--- config.mk ---
export PLATFORM = sky130hd
export DESIGN_NAME = countdown_timer
export DESIGN_NICKNAME = d
export VERILOG_FILES = /design/src/rtl/countdown_pkg.sv /design/src/rtl/countdown_timer_tick_gen.sv /design/src/rtl/countdown_timer.sv
export SDC_FILE = /design/constraint.sdc
export NUM_CORES = 1
export LEC_CHECK = 0
export CAP_MARGIN = 20
export CORE_MARGIN = 2
export CORE_UTILIZATION = 33
export CTS_BUF_LIST = sky130_fd_sc_hd__clkbuf_4
export CTS_CLUSTER_SIZE = 10
export DETAILED_ROUTE_END_ITERATION = 8
export PLACE_DENSITY = 0.53
export SLEW_MARGIN = 40
export SYNTH_ARGS = -nofsm -noshare
export SYNTH_HDL_FRONTEND = slang
export SYNTH_SLANG_ARGS = --single-unit
--- constraint.sdc ---
create_clock -name clk -period 2.7 [get_ports clk]
set_input_delay 0.27 -clock clk [delete_from_list [all_inputs] [get_ports clk]]
set_output_delay 0.27 -clock clk [all_outputs]
set_load 0.03 [all_outputs]
--- src/rtl/countdown_pkg.sv ---
// Shared types for the countdown timer: the FSM state encoding.
package countdown_pkg;

    typedef enum logic [1:0] {
        IDLE    = 2'd0,
        RUNNING = 2'd1,
        PAUSED  = 2'd2,
        EXPIRED = 2'd3
    } state_t;

endpackage

--- src/rtl/countdown_timer_tick_gen.sv ---
// Prescaler: counts 0..CLK_FREQ-1 while enabled and emits one tick per wrap.
module tick_gen #(
    parameter int CLK_FREQ = 100_000_000
) (
    input  logic clk,
    input  logic rst_n,
    input  logic i_clear,
    input  logic i_enable,
    output logic o_tick
);

    localparam int CW = (CLK_FREQ > 1) ? $clog2(CLK_FREQ) : 1;
    localparam logic [CW-1:0] LAST = CW'(CLK_FREQ - 1);

    logic [CW-1:0] count;

    // Clear wins over enable; holding while disabled preserves a paused partial count.
    always_ff @(posedge clk) begin
        if (!rst_n) begin
            count <= '0;
        end else if (i_clear) begin
            count <= '0;
        end else if (i_enable) begin
            count <= (count == LAST) ? '0 : count + CW'(1);
        end
    end

    assign o_tick = i_enable && (count == LAST);

endmodule

--- src/rtl/countdown_timer.sv ---
// Countdown timer: loads a time-unit count, decrements once per prescaler tick,
// supports pause, abort and acknowledge of the expired condition.
//
// state   | meaning
// IDLE    | no countdown active, o_remaining 0
// RUNNING | counting down, prescaler advancing
// PAUSED  | countdown frozen, prescaler holding its partial count
// EXPIRED | count reached 0, waits for i_ack (o_done pulses on entry)
module countdown_timer
    import countdown_pkg::*;
#(
    parameter int TIMER_WIDTH = 16,
    parameter int CLK_FREQ    = 100_000_000
) (
    input  logic                   clk,
    input  logic                   rst_n,
    input  logic                   i_start,
    input  logic [TIMER_WIDTH-1:0] i_load_value,
    input  logic                   i_pause,
    input  logic                   i_abort,
    input  logic                   i_ack,
    output logic [TIMER_WIDTH-1:0] o_remaining,
    output logic                   o_busy,
    output logic                   o_expired,
    output logic                   o_done
);

    state_t                 state;
    state_t                 state_next;
    logic [TIMER_WIDTH-1:0] remaining;
    logic [TIMER_WIDTH-1:0] remaining_next;
    logic                   done;
    logic                   done_next;
    logic                   tick;
    logic                   tick_clear;
    logic                   tick_enable;

    assign tick_enable = (state == RUNNING);
    assign tick_clear  = (state == IDLE) || (state == EXPIRED) || i_start || i_abort;

    tick_gen #(
        .CLK_FREQ (CLK_FREQ)
    ) u_tick_gen (
        .clk      (clk),
        .rst_n    (rst_n),
        .i_clear  (tick_clear),
        .i_enable (tick_enable),
        .o_tick   (tick)
    );

    always_ff @(posedge clk) begin
        if (!rst_n) begin
            state     <= IDLE;
            remaining <= '0;
            done      <= 1'b0;
        end else begin
            state     <= state_next;
            remaining <= remaining_next;
            done      <= done_next;
        end
    end

    // Abort and start override everything, so a coincident tick is simply dropped.
    always_comb begin
        state_next     = state;
        remaining_next = remaining;
        done_next      = 1'b0;
        if (i_abort) begin
            state_next     = IDLE;
            remaining_next = '0;
        end else if (i_start) begin
            if (i_load_value == '0) begin
                state_next     = EXPIRED;
                remaining_next = '0;
                done_next      = 1'b1;
            end else begin
                state_next     = RUNNING;
                remaining_next = i_load_value;
            end
        end else begin
            case (state)
                RUNNING: begin
                    if (tick && (remaining <= TIMER_WIDTH'(1))) begin
                        state_next     = EXPIRED;
                        remaining_next = '0;
                        done_next      = 1'b1;
                    end else begin
                        if (tick) begin
                            remaining_next = remaining - TIMER_WIDTH'(1);
                        end
                        if (i_pause) begin
                            state_next = PAUSED;
                        end
                    end
                end
                PAUSED: begin
                    if (!i_pause) begin
                        state_next = RUNNING;
                    end
                end
                EXPIRED: begin
                    if (i_ack) begin
                        state_next = IDLE;
                    end
                end
                default: begin
                    state_next = state;
                end
            endcase
        end
    end

    always_comb begin
        o_busy      = (state == RUNNING) || (state == PAUSED);
        o_expired   = (state == EXPIRED);
        o_remaining = remaining;
        o_done      = done;
    end

endmodule

==> metrics.sh <==
WORST_R2R_PATH_DEPTH=7
CORE.ROWCOUNT=33
SEQPWRFRAC_PCT=52.1
FIN_UTIL_PCT=40.79
POST_ROUTE_ANTENNA_NET_VIOLATION_COUNT=0
RESULT_OF_THE_RUN='finished, final reports clean'
WORST_R2R_ENDPOINT='state[0]'
WORST_IR_DROP_VDD_V=0.0001631
POSTROUTEWIRELENGTH_UM=7672
UNREPAIRED_SETUP_ENDPOINTS_AFTER_GLOBAL_ROUTING='false'
POST_ROUTE_CELLS_DRIVE_ABOVE_1_SHARE_PCT=10.37
TRITONCTS_BUFFER_COUNT=5
DIODES=0
CRIT_PATH_END_KIND='register'
NUM_IO_PINS=41
PLACEABLECOREAREA_UM2=8217
SW_FRAC_OF_TOTAL_PCT=31.26
DRT_ITER0_DRC=117
PATH_MAX_FANOUT=10
PROPORTION_OF_SYNTHESIZED_AREA_IN_MUX_CELLS_PCT=1.072
CTS-ROOT-TO-SINK-BUFFERS=2
FINALHOLDVIOLATIONS=0
RR_STARTPOINT='state[1]'
CP-ENDPOINT='state[0]'
DRC=0
SETUP_TOTAL_NEGATIVE_SLACK_NS=0
MIN-DELAY-PATH-CLASS='register to register'
PERIOD_SHARE_PCT=89.27
HPWLAFTERDP_UM=5650
CTS.REPORTEDPATHS.CLKPINSLEW_NS=0.13
ROUTED_WIRE_LENGTH_PER_INSTANCE_UM=15.95
PERIOD_NEEDED_NS=2.410
PLACE_WS_NS=0.3387
CRITICAL_PATH.STARTPOINT_TYPE='register'
SYNTH-SIMPLE-AREA-SHARE_PCT=32.34
SYNTH-COMPOUND-AREA-SHARE_PCT=16.30
SYNTHESIS.AREA_UM2=2801
SYNTH-EDFF-COUNT=0
SETUP.WORST_PATH.CLASS='register to register'
COUNT_OF_STATE_ELEMENTS_AFTER_SYNTHESIS=46
SYNTH_WARNINGS=0
SYNTH_NETS=364
AREA_DELTA_SYNTH_FINAL_PCT=19.65
FINALCLOCKSKEW_NS=0.009892
DIEHEIGHT_UM=96.14
PLACEMENT.IO_BUFFERS=40
ADDER_CELL_AREA_SHARE_OF_THE_YOSYS_NETLIST_PCT=2.680
ROUTED_VIA_COUNT=2645
DIE_W_UM=96.14
EFFECTIVE_UTILIZATION_AT_FLOORPLAN_PCT=34.09
INTPOWER_uW=936.8
R2R_SETUP_SLACK_NS=0.29
MAXSLEWVIOLCOUNT=0
DIE_AREA_UM2=9242
ASYNCSETRESETFLOPFRACSYNTH_PCT=0
SYNTHXORXNORAREAFRAC_PCT=8.754
P_COMB_SHARE_PCT=23.8
CTSROOTBUFFERMASTER='clkbuf_4'
GLOBAL_ROUTE_WIRE_LENGTH_BEFORE_REPAIR_UM=12770
SEQ_AREA_FRAC_SYNTH_PCT=32.87
GRT_START_MAX_NET_PINS=28
TRACK_USAGE_PCT=17.60
YS_TOP_CELLS_BY_COUNT='dfxtp_1, nor2_1, nand2_1, nand3_1, xnor2_1'
FIN_NETS=403
SYN_AVG_CELL_AREA_UM2=8.338
WORST-ENDPOINT-REQUIRED_NS=2.99
TOTAL_LEAKAGE_POWER_uW=0.001105
GRT_OVERFLOW_TOTAL=0
MOST_USED_FLIP_FLOP_CELL_AFTER_SYNTHESIS='dfxtp_1'
WORST-SLEW-PIN-TRANSITION_NS=0.5989
CRIT_START='state[1]'
FINALHOLDWORSTSLACK_NS=0.5301
CTS_HOLD_BUFFERS=0
CTSRESIZECOUNT=0
POST_CTS.REPAIR.SETUP_BUFFERS=0
GP_CONGESTION=0.8751
FRACTION_OF_POWER_CONSUMED_BY_THE_CLOCK_NETWORK_PCT=24.1
FINAL-SETUP-VIOL-COUNT=0
ANTENNA_FOUND_INITIAL=0
POWER_PER_CELL_AREA_nW_PER_UM2=406.6
FMAXACHIEVABLE_MHz=414.9
DRV_CAP=0
YOSYS.AREA.TOP_TYPE_SHARE_PCT=32.87
CTS_NUM_SINKS=46
INSERTION_DELAY_NS=0.36
NUMBER_OF_DISTINCT_LIBRARY_CELLS_AFTER_SYNTHESIS=61
POSTSYNTHCELLCOUNT=336
TIMING.SLEW.HEADROOM_PCT=59.71
CTS_TREE='yes'
VIASPERCELL=5.499
FIRST_PASS_ITERS=4
CRITICAL_PATH_ARRIVAL_NS=2.70
POST-SYNTH-TOP-AREA-CELL='dfxtp_1'
SYNTH_MOST_COMMON_CELL='dfxtp_1'
FINAL.SETUP.WORST_SLACK_NS=0.2896
VIA_COUNT_OF_THE_FIRST_GLOBAL_ROUTING_PASS=2587
CTS-HTREE-LEVELS=2
SYNTH.TOP_CELLS.BY_AREA='dfxtp_1, nor2_1, xnor2_1, xor2_1, nand2_1'
NET-SWITCHING-POWER_uW=426.1
COMBINATIONAL_FAMILY_WITH_THE_MOST_AREA_AFTER_SYNTHESIS='simple AND/OR/NAND/NOR gates'
==> flip-flops by register name, summed over array words and instances (netlist names) <==
name,flops
o_done,1
o_remaining,16
state,2
u_tick_gen.count,27
==> how the worst min path moves through the flow <==
stage / cells past startpoint / slack (ns) / startpoint / to
after global routing: 2 / 0.57 / u_tick_gen.count[23] / u_tick_gen.count[23]
after floorplan: 2 / 0.42 / i_load_value[10] / o_remaining[10]
after detailed placement: 2 / 0.51 / o_remaining[14] / o_remaining[14]
final: 2 / 0.53 / o_remaining[14] / o_remaining[14]
after CTS: 2 / 0.53 / o_remaining[11] / o_remaining[11]
after global placement: 2 / 0.49 / o_remaining[14] / o_remaining[14]
==> metrics by stage <==
| step | area (µm²) | std cells | power, µW |
|---|---|---|---|
| after CTS | 3352 | 481 | 1376 |
| final | 3352 | 481 | 1363 |
| after floorplan | 2801 | 336 | 934.6 |
| after global routing | 3352 | 481 | 1427 |
| after global placement | 3291 | 473 | 1046 |
| after detailed placement | 3298 | 473 | 1045 |
==> worst max-delay path: stages, from the launching register on <==
cell and delay (ns):
dfxtp_1 0.39, inv_1 0.10, ha_1 0.31, nand4_2 0.21, nand2b_1 0.29, or3_1 0.60, o211a_1 0.30, a31oi_1 0.13
==> cells by family (layout without fill, tap and decap cells) <==
| family | Yosys count | in the layout |
|---|---|---|
| buf+inv | 30 | 70 |
| flops | 46 | 46 |
| fa+ha+maj | 6 | 6 |
| mux | 3 | 3 |
| simple gates | 158 | 158 |
| xor+xnor | 28 | 28 |
| compound gates | 65 | 65 |
==> per-layer routing <==
| metal | vias up | wire [µm] | share of wire [%] | track usage (%) |
|---|---|---|---|---|
| met5 | - | 0 | 0 | 0 |
| met4 | 0 | 178 | 2.3 | 6.071 |
| met3 | 16 | 491 | 6.4 | 3.524 |
| met2 | 81 | 3556 | 46 | 29.11 |
| met1 | 1242 | 3445 | 45 | 22.71 |
| li1 | 1306 | - | - | - |
==> cells in the final DEF (no fill, tap or decap), types with 8 or more instances in the layout <==
cell type and n:
nand4_1 13, clkdlybuf4s50_1 40, nor2_1 43, xor2_1 13, buf_4 10, dfxtp_1 46, nand3_1 16, a21oi_1 9
xnor2_1 15, nor3_1 12, inv_1 11, nand2_1 26, nor4_1 8
==> power groups by stage <==
stage	Clock [µW]	Sequential, µW	Combinational (µW)
2_1_floorplan	0	740	195
3_3_place_gp	0	725	322
6_report	329	710	324
4_1_cts	343	710	322
5_1_grt	357	713	357
3_5_place_dp	0	725	320
==> cell type report <==
cell class              count  area (µm²)
fillers                   851        4865
multi-input cells         260        1725
flip-flops and latches     46       920.9
repair buffers             50       475.5
well taps                 105       131.4
clock buffers               6       45.04
inverters                  12       45.04
clock inverters             2       8.758
No activity file was read; power rests on OpenSTA's default activity.
